--- config.mk ---
export PLATFORM = sky130hd
export DESIGN_NAME = rx_sync_ctrl
export DESIGN_NICKNAME = d
export VERILOG_FILES = /design/src/rtl/rx_sync_pkg.sv /design/src/rtl/rx_lane_sync.sv /design/src/rtl/rx_sync_ctrl.sv
export SDC_FILE = /design/constraint.sdc
export NUM_CORES = 1
export LEC_CHECK = 0
export CORE_MARGIN = 5
export CORE_UTILIZATION = 54
export DETAILED_ROUTE_END_ITERATION = 8
export PLACE_DENSITY_LB_ADDON = 0.1
export SLEW_MARGIN = 40
export SYNTH_ARGS = -nofsm -noshare
export SYNTH_HDL_FRONTEND = slang
export SYNTH_SLANG_ARGS = --single-unit
--- constraint.sdc ---
create_clock -name clk_8f -period 2.83 [get_ports clk_8f]
set_clock_uncertainty 0.2 [all_clocks]
set_input_delay 0.566 -clock clk_8f [delete_from_list [all_inputs] [get_ports clk_8f]]
set_output_delay 0.566 -clock clk_8f [all_outputs]
set_load 0.05 [all_outputs]
--- src/rtl/rx_sync_pkg.sv ---
// Shared definitions for the two-lane comma-alignment receiver.
package rx_sync_pkg;

   typedef enum logic [1:0] {
      ST_UNSYNC = 2'd0,
      ST_ALIGN  = 2'd1,
      ST_SYNC   = 2'd2
   } sync_state_t;

   localparam logic [7:0] COMMA_DEF    = 8'hBC;
   localparam int         SYNC_CNT_DEF = 4;

endpackage

--- src/rtl/rx_lane_sync.sv ---
// One serial lane: bit shifter, comma hunt, word alignment and word strobe.
//
//   state     | meaning
//   ----------+-----------------------------------------------------------
//   ST_UNSYNC | hunting for COMMA at any bit offset
//   ST_ALIGN  | offset locked, counting commas on consecutive word boundaries
//   ST_SYNC   | aligned; every 8th edge strobes the received word
module rx_lane_sync
   import rx_sync_pkg::*;
#(
   parameter logic [7:0] COMMA    = COMMA_DEF,
   parameter int         SYNC_CNT = SYNC_CNT_DEF
) (
   input  logic       clk_8f,
   input  logic       reset,
   input  logic       i_data,
   input  logic       i_en,
   output logic [7:0] o_word,
   output logic       o_stb,
   output logic       o_valid,
   output logic       o_sync
);

   localparam logic [3:0] SYNC_CNT_L = 4'(SYNC_CNT);

   sync_state_t r_state;
   logic [7:0]  r_sh;
   logic [2:0]  r_bc;
   logic [3:0]  r_cc;
   logic [7:0]  r_word;
   logic        r_stb;
   logic        r_valid;

   sync_state_t w_state_nxt;
   logic [7:0]  w_sh_nxt;
   logic [2:0]  w_bc_nxt;
   logic [3:0]  w_cc_nxt;
   logic [7:0]  w_word_nxt;
   logic        w_stb_nxt;
   logic        w_valid_nxt;

   logic [7:0]  w_shift;
   logic        w_comma;
   logic        w_boundary;
   logic [3:0]  w_cc_inc;

   assign w_shift    = {r_sh[6:0], i_data};
   assign w_comma    = (w_shift == COMMA);
   assign w_boundary = (r_bc == 3'd7);
   assign w_cc_inc   = r_cc + 4'd1;

   // Next-state and next-output decode; a disabled lane freezes its shifter and word.
   always_comb begin
      w_state_nxt = r_state;
      w_sh_nxt    = r_sh;
      w_bc_nxt    = r_bc;
      w_cc_nxt    = r_cc;
      w_word_nxt  = r_word;
      w_stb_nxt   = 1'b0;
      w_valid_nxt = 1'b0;
      if (!i_en) begin
         w_state_nxt = ST_UNSYNC;
         w_bc_nxt    = 3'd0;
         w_cc_nxt    = 4'd0;
      end else begin
         w_sh_nxt = w_shift;
         case (r_state)
            ST_UNSYNC: begin
               if (w_comma) begin
                  w_bc_nxt    = 3'd0;
                  w_cc_nxt    = 4'd1;
                  w_state_nxt = (SYNC_CNT == 1) ? ST_SYNC : ST_ALIGN;
               end
            end
            ST_ALIGN: begin
               w_bc_nxt = r_bc + 3'd1;
               if (w_boundary) begin
                  if (w_comma) begin
                     w_cc_nxt = w_cc_inc;
                     if (w_cc_inc == SYNC_CNT_L) begin
                        w_state_nxt = ST_SYNC;
                     end
                  end else begin
                     w_state_nxt = ST_UNSYNC;
                     w_cc_nxt    = 4'd0;
                  end
               end
            end
            ST_SYNC: begin
               // Data content never drops sync; only reset or disable does.
               w_bc_nxt = r_bc + 3'd1;
               if (w_boundary) begin
                  w_word_nxt  = w_shift;
                  w_stb_nxt   = 1'b1;
                  w_valid_nxt = !w_comma;
               end
            end
            default: begin
               w_state_nxt = ST_UNSYNC;
               w_bc_nxt    = 3'd0;
               w_cc_nxt    = 4'd0;
            end
         endcase
      end
   end

   // State and datapath registers with synchronous reset.
   always_ff @(posedge clk_8f) begin
      if (reset) begin
         r_state <= ST_UNSYNC;
         r_sh    <= 8'h00;
         r_bc    <= 3'd0;
         r_cc    <= 4'd0;
         r_word  <= 8'h00;
         r_stb   <= 1'b0;
         r_valid <= 1'b0;
      end else begin
         r_state <= w_state_nxt;
         r_sh    <= w_sh_nxt;
         r_bc    <= w_bc_nxt;
         r_cc    <= w_cc_nxt;
         r_word  <= w_word_nxt;
         r_stb   <= w_stb_nxt;
         r_valid <= w_valid_nxt;
      end
   end

   assign o_word  = r_word;
   assign o_stb   = r_stb;
   assign o_valid = r_valid;
   assign o_sync  = (r_state == ST_SYNC);

endmodule

--- src/rtl/rx_sync_ctrl.sv ---
// Two independent comma-aligned serial lanes plus the combined link-active flag.
module rx_sync_ctrl
   import rx_sync_pkg::*;
#(
   parameter logic [7:0] COMMA    = COMMA_DEF,
   parameter int         SYNC_CNT = SYNC_CNT_DEF
) (
   input  logic       clk_8f,
   input  logic       reset,
   input  logic       data_in_c_0,
   input  logic       data_in_c_1,
   input  logic [1:0] lane_en,
   output logic [7:0] word_c_0,
   output logic [7:0] word_c_1,
   output logic       stb_c_0,
   output logic       stb_c_1,
   output logic       valid_c_0,
   output logic       valid_c_1,
   output logic [1:0] sync_c,
   output logic       active
);

   logic [1:0] w_sync;

   rx_lane_sync #(.COMMA(COMMA), .SYNC_CNT(SYNC_CNT)) u_lane0 (
      .clk_8f  (clk_8f),
      .reset   (reset),
      .i_data  (data_in_c_0),
      .i_en    (lane_en[0]),
      .o_word  (word_c_0),
      .o_stb   (stb_c_0),
      .o_valid (valid_c_0),
      .o_sync  (w_sync[0])
   );

   rx_lane_sync #(.COMMA(COMMA), .SYNC_CNT(SYNC_CNT)) u_lane1 (
      .clk_8f  (clk_8f),
      .reset   (reset),
      .i_data  (data_in_c_1),
      .i_en    (lane_en[1]),
      .o_word  (word_c_1),
      .o_stb   (stb_c_1),
      .o_valid (valid_c_1),
      .o_sync  (w_sync[1])
   );

   assign sync_c = w_sync;
   assign active = &w_sync;

endmodule
Word-level counts from Yosys, hierarchy flattened
Cells that the tools add are included.
- register bits: 52
- logic and storage cells: 83
- muxes and demuxes: 24
- add/subtract/negate cells: 4
- equality and inequality tests: 16
- bitwise operators: 6
- reduce and logical (&&, ||, !) cells: 19
- operator list (cell ; number):
    $mux W4 ; 6
    $pmux W4 S3 ; 2
    $eq A8 B8 Y1 const B ; 2
    $mux W2 ; 8
    $pmux W2 S3 ; 2
    $pmux W3 S2 ; 2
    $reduce_and A3 Y1 ; 4
    $add A4 B1 Y4 const B ; 2
    $eq A4 B3 Y1 const B ; 2
    $ne A2 B1 Y1 const B ; 4
    $reduce_and A4 Y1 ; 2
    $reduce_or A2 Y1 ; 4
    $reduce_or A4 Y1 ; 2
    $add A3 B1 Y3 const B ; 2
    $eq A3 B3 Y1 const B ; 2
    $mux W3 ; 2
    $ne A3 B3 Y1 const B ; 2
    $not A1 Y1 ; 6
    $reduce_or A3 Y1 ; 2
    $eq A2 B1 Y1 const B ; 2
    $eq A2 B2 Y1 const B ; 2
    $logic_not A2 Y1 ; 2
    $logic_not A1 Y1 ; 2
    $mux W1 ; 2
    $reduce_and A2 Y1 ; 1

Logic depth before layout (Yosys ltp)
- depth in word-level cells: 6
- depth in mapped cells: 7
- gate-level depth less buffers: 7

By module
A second synthesis with hierarchy kept.
- cells, all modules: 275
- area, all modules: 2341.0 µm²
- modules (own cells, without submodules) (module ; area an instance (µm²) ; cells each ; instances ; sequential area each (µm²)):
    rx_lane_sync ; 1167.4 ; 137 ; 2 ; 520.5
    rx_sync_ctrl ; 6.3 ; 1 ; 1 ; 0.0

Least setup slack after synthesis
No wires, ideal clock.
- kind: input to register
- from: input data_in_c_0
- to: register u_lane0.r_cc[3]
- data arrival time: 1.751 ns
- stages: 5
- setup time: 0.070 ns
- data required time: 2.560 ns
- path buffers: 0
- setup slack: 0.808 ns
- path through: and4bb_1 a21o_1 nand2_2 or4_1 a21oi_1
- word-level cells in the longest chain between the ends: 4
- elaborated cells between the ends (all ways): 6
- classes of those cells: 2 x eq/ne; 3 x mux; 1 x reduce/logical
- ends and longest elaborated chain (element ; RTL line ; source):
    from (decl) ; rx_sync_ctrl.sv:10 ; input logic data_in_c_0,
    $eq A8 B8 Y1 * ; rx_lane_sync.sv:48 ; assign w_comma = (w_shift == COMMA);
    $mux W4 ; rx_lane_sync.sv:78 ; if (w_comma) begin
    $mux W4 ; rx_lane_sync.sv:77 ; if (w_boundary) begin
    $pmux W4 S3 ; rx_lane_sync.sv:67 ; case (r_state)
    to (signal assigned) ; rx_lane_sync.sv:121 ; r_cc <= w_cc_nxt;
    to (decl) ; rx_lane_sync.sv:29 ; logic [3:0] r_cc;
Every way passes the cells marked *; elsewhere a longest branch is shown, timed or not. The select of a mux whose other input is x is not followed.
A chain may end at the register's enable or synchronous reset.

Worst setup path in the final report
- from: register u_lane0.r_state[0]
- to: output active
- word-level cells in the longest chain between the ends: 2
- ends and longest elaborated chain (element ; RTL line ; source):
    from (decl) ; rx_lane_sync.sv:26 ; sync_state_t r_state;
    from (signal assigned) ; rx_lane_sync.sv:118 ; r_state <= w_state_nxt;
    $eq A2 B2 Y1 ; rx_lane_sync.sv:131 ; assign o_sync = (r_state == ST_SYNC);
    $reduce_and A2 Y1 ; rx_sync_ctrl.sv:48 ; assign active = &w_sync;
    to (decl) ; rx_sync_ctrl.sv:20 ; output logic active
Every way passes these cells.

==> run summary <==
status: finished, final reports clean
Critical Path End: active
vertical die dimension: 75.53 µm
Post-Route Setup TNS: 0 ns
hold wc startpoint: u_lane1.o_word[6]
final setup violating endpoints: 0
maximum number of pins on one net before global-route repair: 36
worst setup slack for register-to-register paths: 0.67 ns
final wirelength: 4673 µm
number of standard-cell rows in the floorplan: 23
post-synthesis simple-gate area fraction: 24.18%
Post-Synthesis Cell Area: 2318 µm²
mux contribution to synthesized area: 6.530%
period utilization: 96.18%
die span in x: 75.53 µm
hold violation total from the final report: 0
io pins: 29
Final Critical Period: 2.722 ns
post-synth top area cell: sky130_fd_sc_hd__dfxtp_1
DRC violations left: 0
class of the most critical hold timing path: reg2reg
effective utilization at floorplan: 56.74%
Final Max Tran Viols: 0
main combinational cell family by area after synthesis: simple AND/OR/NAND/NOR gates
number of synthesized register bits: 52
Die Area: 5704 µm²
TritonCTS Buffers: 5
count of hold buffers inserted by post-cts repair: 0
total via count in the routed design: 1877
per-instance average area after synthesis: 8.555 µm²
Antenna Cells: 0
logic depth of the worst register-to-register path: 6
top cells by area in the synthesized netlist: sky130_fd_sc_hd__dfxtp_1 45%, sky130_fd_sc_hd__ha_1 7.6%, sky130_fd_sc_hd__nand2_1 7.0%, sky130_fd_sc_hd__a21oi_1 6.7%, sky130_fd_sc_hd__mux2i_1 6.0%
Cell Pwr Density: 444.1 nW/µm²
PnR Total Power: 1.213 mW
standard cell core area: 4086 µm²
global-route wire length before repair: 8045 µm
headroom to the max-slew limit: 64.61%
Critical R2R Launch: u_lane0.r_state[1]
Routability Congestion: 0.8326
top library cells by usage in the layout, fill and taps aside: 52 x sky130_fd_sc_hd__dfxtp_1, 43 x sky130_fd_sc_hd__nand2_1, 31 x sky130_fd_sc_hd__a21oi_1, 28 x sky130_fd_sc_hd__clkdlybuf4s50_1, 25 x sky130_fd_sc_hd__nor2_1
most frequent standard cell in the layout excluding fill and tap cells: sky130_fd_sc_hd__dfxtp_1
aggregate global routing overflow: 0
hold slack: 0.2568 ns
Post-Synth Adder-Cell Area: 7.555%
Via-to-Cell Ratio: 5.394
cell at the root of the clock tree: sky130_fd_sc_hd__clkbuf_8
share of synthesized area occupied by flip-flops and latches: 44.90%
maximum capacitance violations: 0
YS warnings: 0
Clock Pin Slew Worst Setup and Hold Paths: 0.10 ns
Cell variety after synth: 37
drt initial violations: 122
classification of the worst setup path: reg2out
clock insertion delay at the later pin of the skew report: 0.31 ns
detail-routed net length per standard cell: 13.43 µm
kind of capture point of the worst setup path: output port
number of antenna violations at the first check in global routing: 0
unrepaired setup endpoints after global routing: false
number of iterations in the first detailed-routing pass: 4
data arrival time of the critical path: 1.96 ns
part of the total power dissipated in sequential elements: 60.8%
final net count: 317
fill cell count: 352
Post-Synthesis Net Count: 291
largest buffer count on any clock path: 2
Synth top area share: 44.90%
Compound-Gate Fraction of Synth Area: 12.41%
static leakage: 1.012 nW
slew of the pin with the lowest slew margin: 0.5292 ns
number of routed nets with antenna violations: 0
H-Tree Level Count: 2
cell internal power dissipation: 0.9283 mW
Clock Sink Count: 52
combinational group share of total power: 3.3%
number of global-route vias before repair: 1828
critical path required time: 2.06 ns
net load switching power: 0.2848 mW
worst ir drop on vdd: 0.0003186 V
start point of the critical path: u_lane0.r_state[0]
total of cells resized after clock tree synthesis: 0
endpoint of the worst-slack reg-to-reg timing path: u_lane0.r_cc[3]
Port Buf Inserts: 28
clock network fraction of total power: 35.8%
estimated wirelength of the detail-placed design: 3334 µm
CTS tree: built
maximum clock frequency: 367.4 MHz
Switching Share: 23.48%
crit path max fanout: 5
layout cells sized above 1: 5.705%
Worst setup SP type: flop
layout overhead on the synthesized area: 17.81%
total track usage: 18.26%
xor/xnor cell area share of the yosys netlist: 0.3778%
Post-Synthesis Cells: 271
final core utilization: 66.84%
buffers inserted by post-CTS timing repair: 0
==> registers in the layout, summed over array words and instances (netlist names), 2 cells and up <==
name             flops
u_lane0.r_bc         3
u_lane1.r_bc         3
u_lane0.r_cc         4
u_lane1.r_cc         4
u_lane1.r_sh         7
u_lane0.r_sh         7
u_lane0.r_state      2
u_lane0.o_word       8
u_lane1.o_word       8
u_lane1.r_state      2
==> cells in the mapped netlist <==
master,instances
sky130_fd_sc_hd__a211o_1,1
sky130_fd_sc_hd__a211oi_1,5
sky130_fd_sc_hd__a21o_1,1
sky130_fd_sc_hd__a21oi_1,31
sky130_fd_sc_hd__a21oi_2,1
sky130_fd_sc_hd__a22o_1,1
sky130_fd_sc_hd__and2_1,3
sky130_fd_sc_hd__and3_1,2
sky130_fd_sc_hd__and4b_1,1
sky130_fd_sc_hd__and4bb_1,1
sky130_fd_sc_hd__buf_4,2
sky130_fd_sc_hd__clkbuf_1,12
sky130_fd_sc_hd__dfxtp_1,52
sky130_fd_sc_hd__ha_1,14
sky130_fd_sc_hd__inv_1,9
sky130_fd_sc_hd__mux2_2,1
sky130_fd_sc_hd__mux2i_1,14
sky130_fd_sc_hd__nand2_1,43
sky130_fd_sc_hd__nand2_2,1
sky130_fd_sc_hd__nand2b_1,2
sky130_fd_sc_hd__nand3_1,14
sky130_fd_sc_hd__nand3b_1,2
sky130_fd_sc_hd__nand4_1,4
sky130_fd_sc_hd__nand4b_1,1
sky130_fd_sc_hd__nand4bb_1,1
sky130_fd_sc_hd__nor2_1,25
sky130_fd_sc_hd__nor2b_1,6
sky130_fd_sc_hd__nor3_1,3
sky130_fd_sc_hd__nor3b_1,2
sky130_fd_sc_hd__o2111ai_1,1
sky130_fd_sc_hd__o21a_1,1
sky130_fd_sc_hd__o21ai_0,8
sky130_fd_sc_hd__o21ai_1,1
sky130_fd_sc_hd__or3_4,1
sky130_fd_sc_hd__or3b_1,1
sky130_fd_sc_hd__or4_1,2
sky130_fd_sc_hd__xnor2_1,1
==> metrics by stage <==
step | cells | cell area (µm²) | setup slack (ns)
floorplan | 271 | 2318 | 0.8084
global placement | 340 | 2639 | 0.2614
detailed placement | 340 | 2639 | 0.2367
CTS | 348 | 2731 | 0.05311
global route | 348 | 2731 | 0.01204
finish | 348 | 2731 | 0.1080
==> routing by layer <==
metal | global-route usage, % | vias up | part of all wire, % | wire, µm
met2 | 26.75 | 36 | 44 | 2034
li1 | - | 976 | - | -
met1 | 25.02 | 861 | 50 | 2353
met3 | 5.805 | 4 | 4.8 | 223
met5 | 0 | - | 0 | 0
met4 | 7.184 | 0 | 1.3 | 62
==> worst max-delay path, cell delays in order (launching register included) <==
cell and delay, ns:
sky130_fd_sc_hd__dfxtp_1 0.32, sky130_fd_sc_hd__inv_1 0.11, sky130_fd_sc_hd__ha_1 0.27, sky130_fd_sc_hd__and2_1 0.15
sky130_fd_sc_hd__clkdlybuf4s50_1 0.79
==> power by group through the flow <==
stage / Combinational, mW / Clock, mW / Sequential, mW
5_1_grt: 0.0436 / 0.483 / 0.739
6_report: 0.0404 / 0.434 / 0.738
3_3_place_gp: 0.0405 / 0 / 0.755
3_5_place_dp: 0.0405 / 0 / 0.755
2_1_floorplan: 0.0258 / 0 / 0.754
4_1_cts: 0.0405 / 0.452 / 0.738
==> logic make-up after synthesis <==
kind of cell | after synthesis
and+or+nand+nor | 115
DFF | 52
AOI/OAI and AO/OA | 51
buffers and inverters | 23
muxes | 15
adders and majority gates | 14
xor gates and xnor gates | 1
==> how the worst min path moves through the flow <==
stage / end / cells past startpoint
detailed placement: u_lane0.o_word[3] / 2
global route: u_lane1.o_word[7] / 2
finish: u_lane1.o_word[6] / 2
floorplan: u_lane1.r_bc[1] / 2
CTS: u_lane1.o_word[6] / 2
global placement: u_lane1.r_bc[2] / 2
==> cell type report <==
cell class	instances	area [µm²]	area share, %
inverters	9	33.78	1.237
flip-flops and latches	52	1041	38.11
repair buffers	33	317.8	11.64
clock buffers	5	68.82	2.519
multi-input cells	196	1184	43.34
well taps	50	62.56	2.290
clock inverters	3	23.77	0.8704
Power figures use the tool's default switching activity.
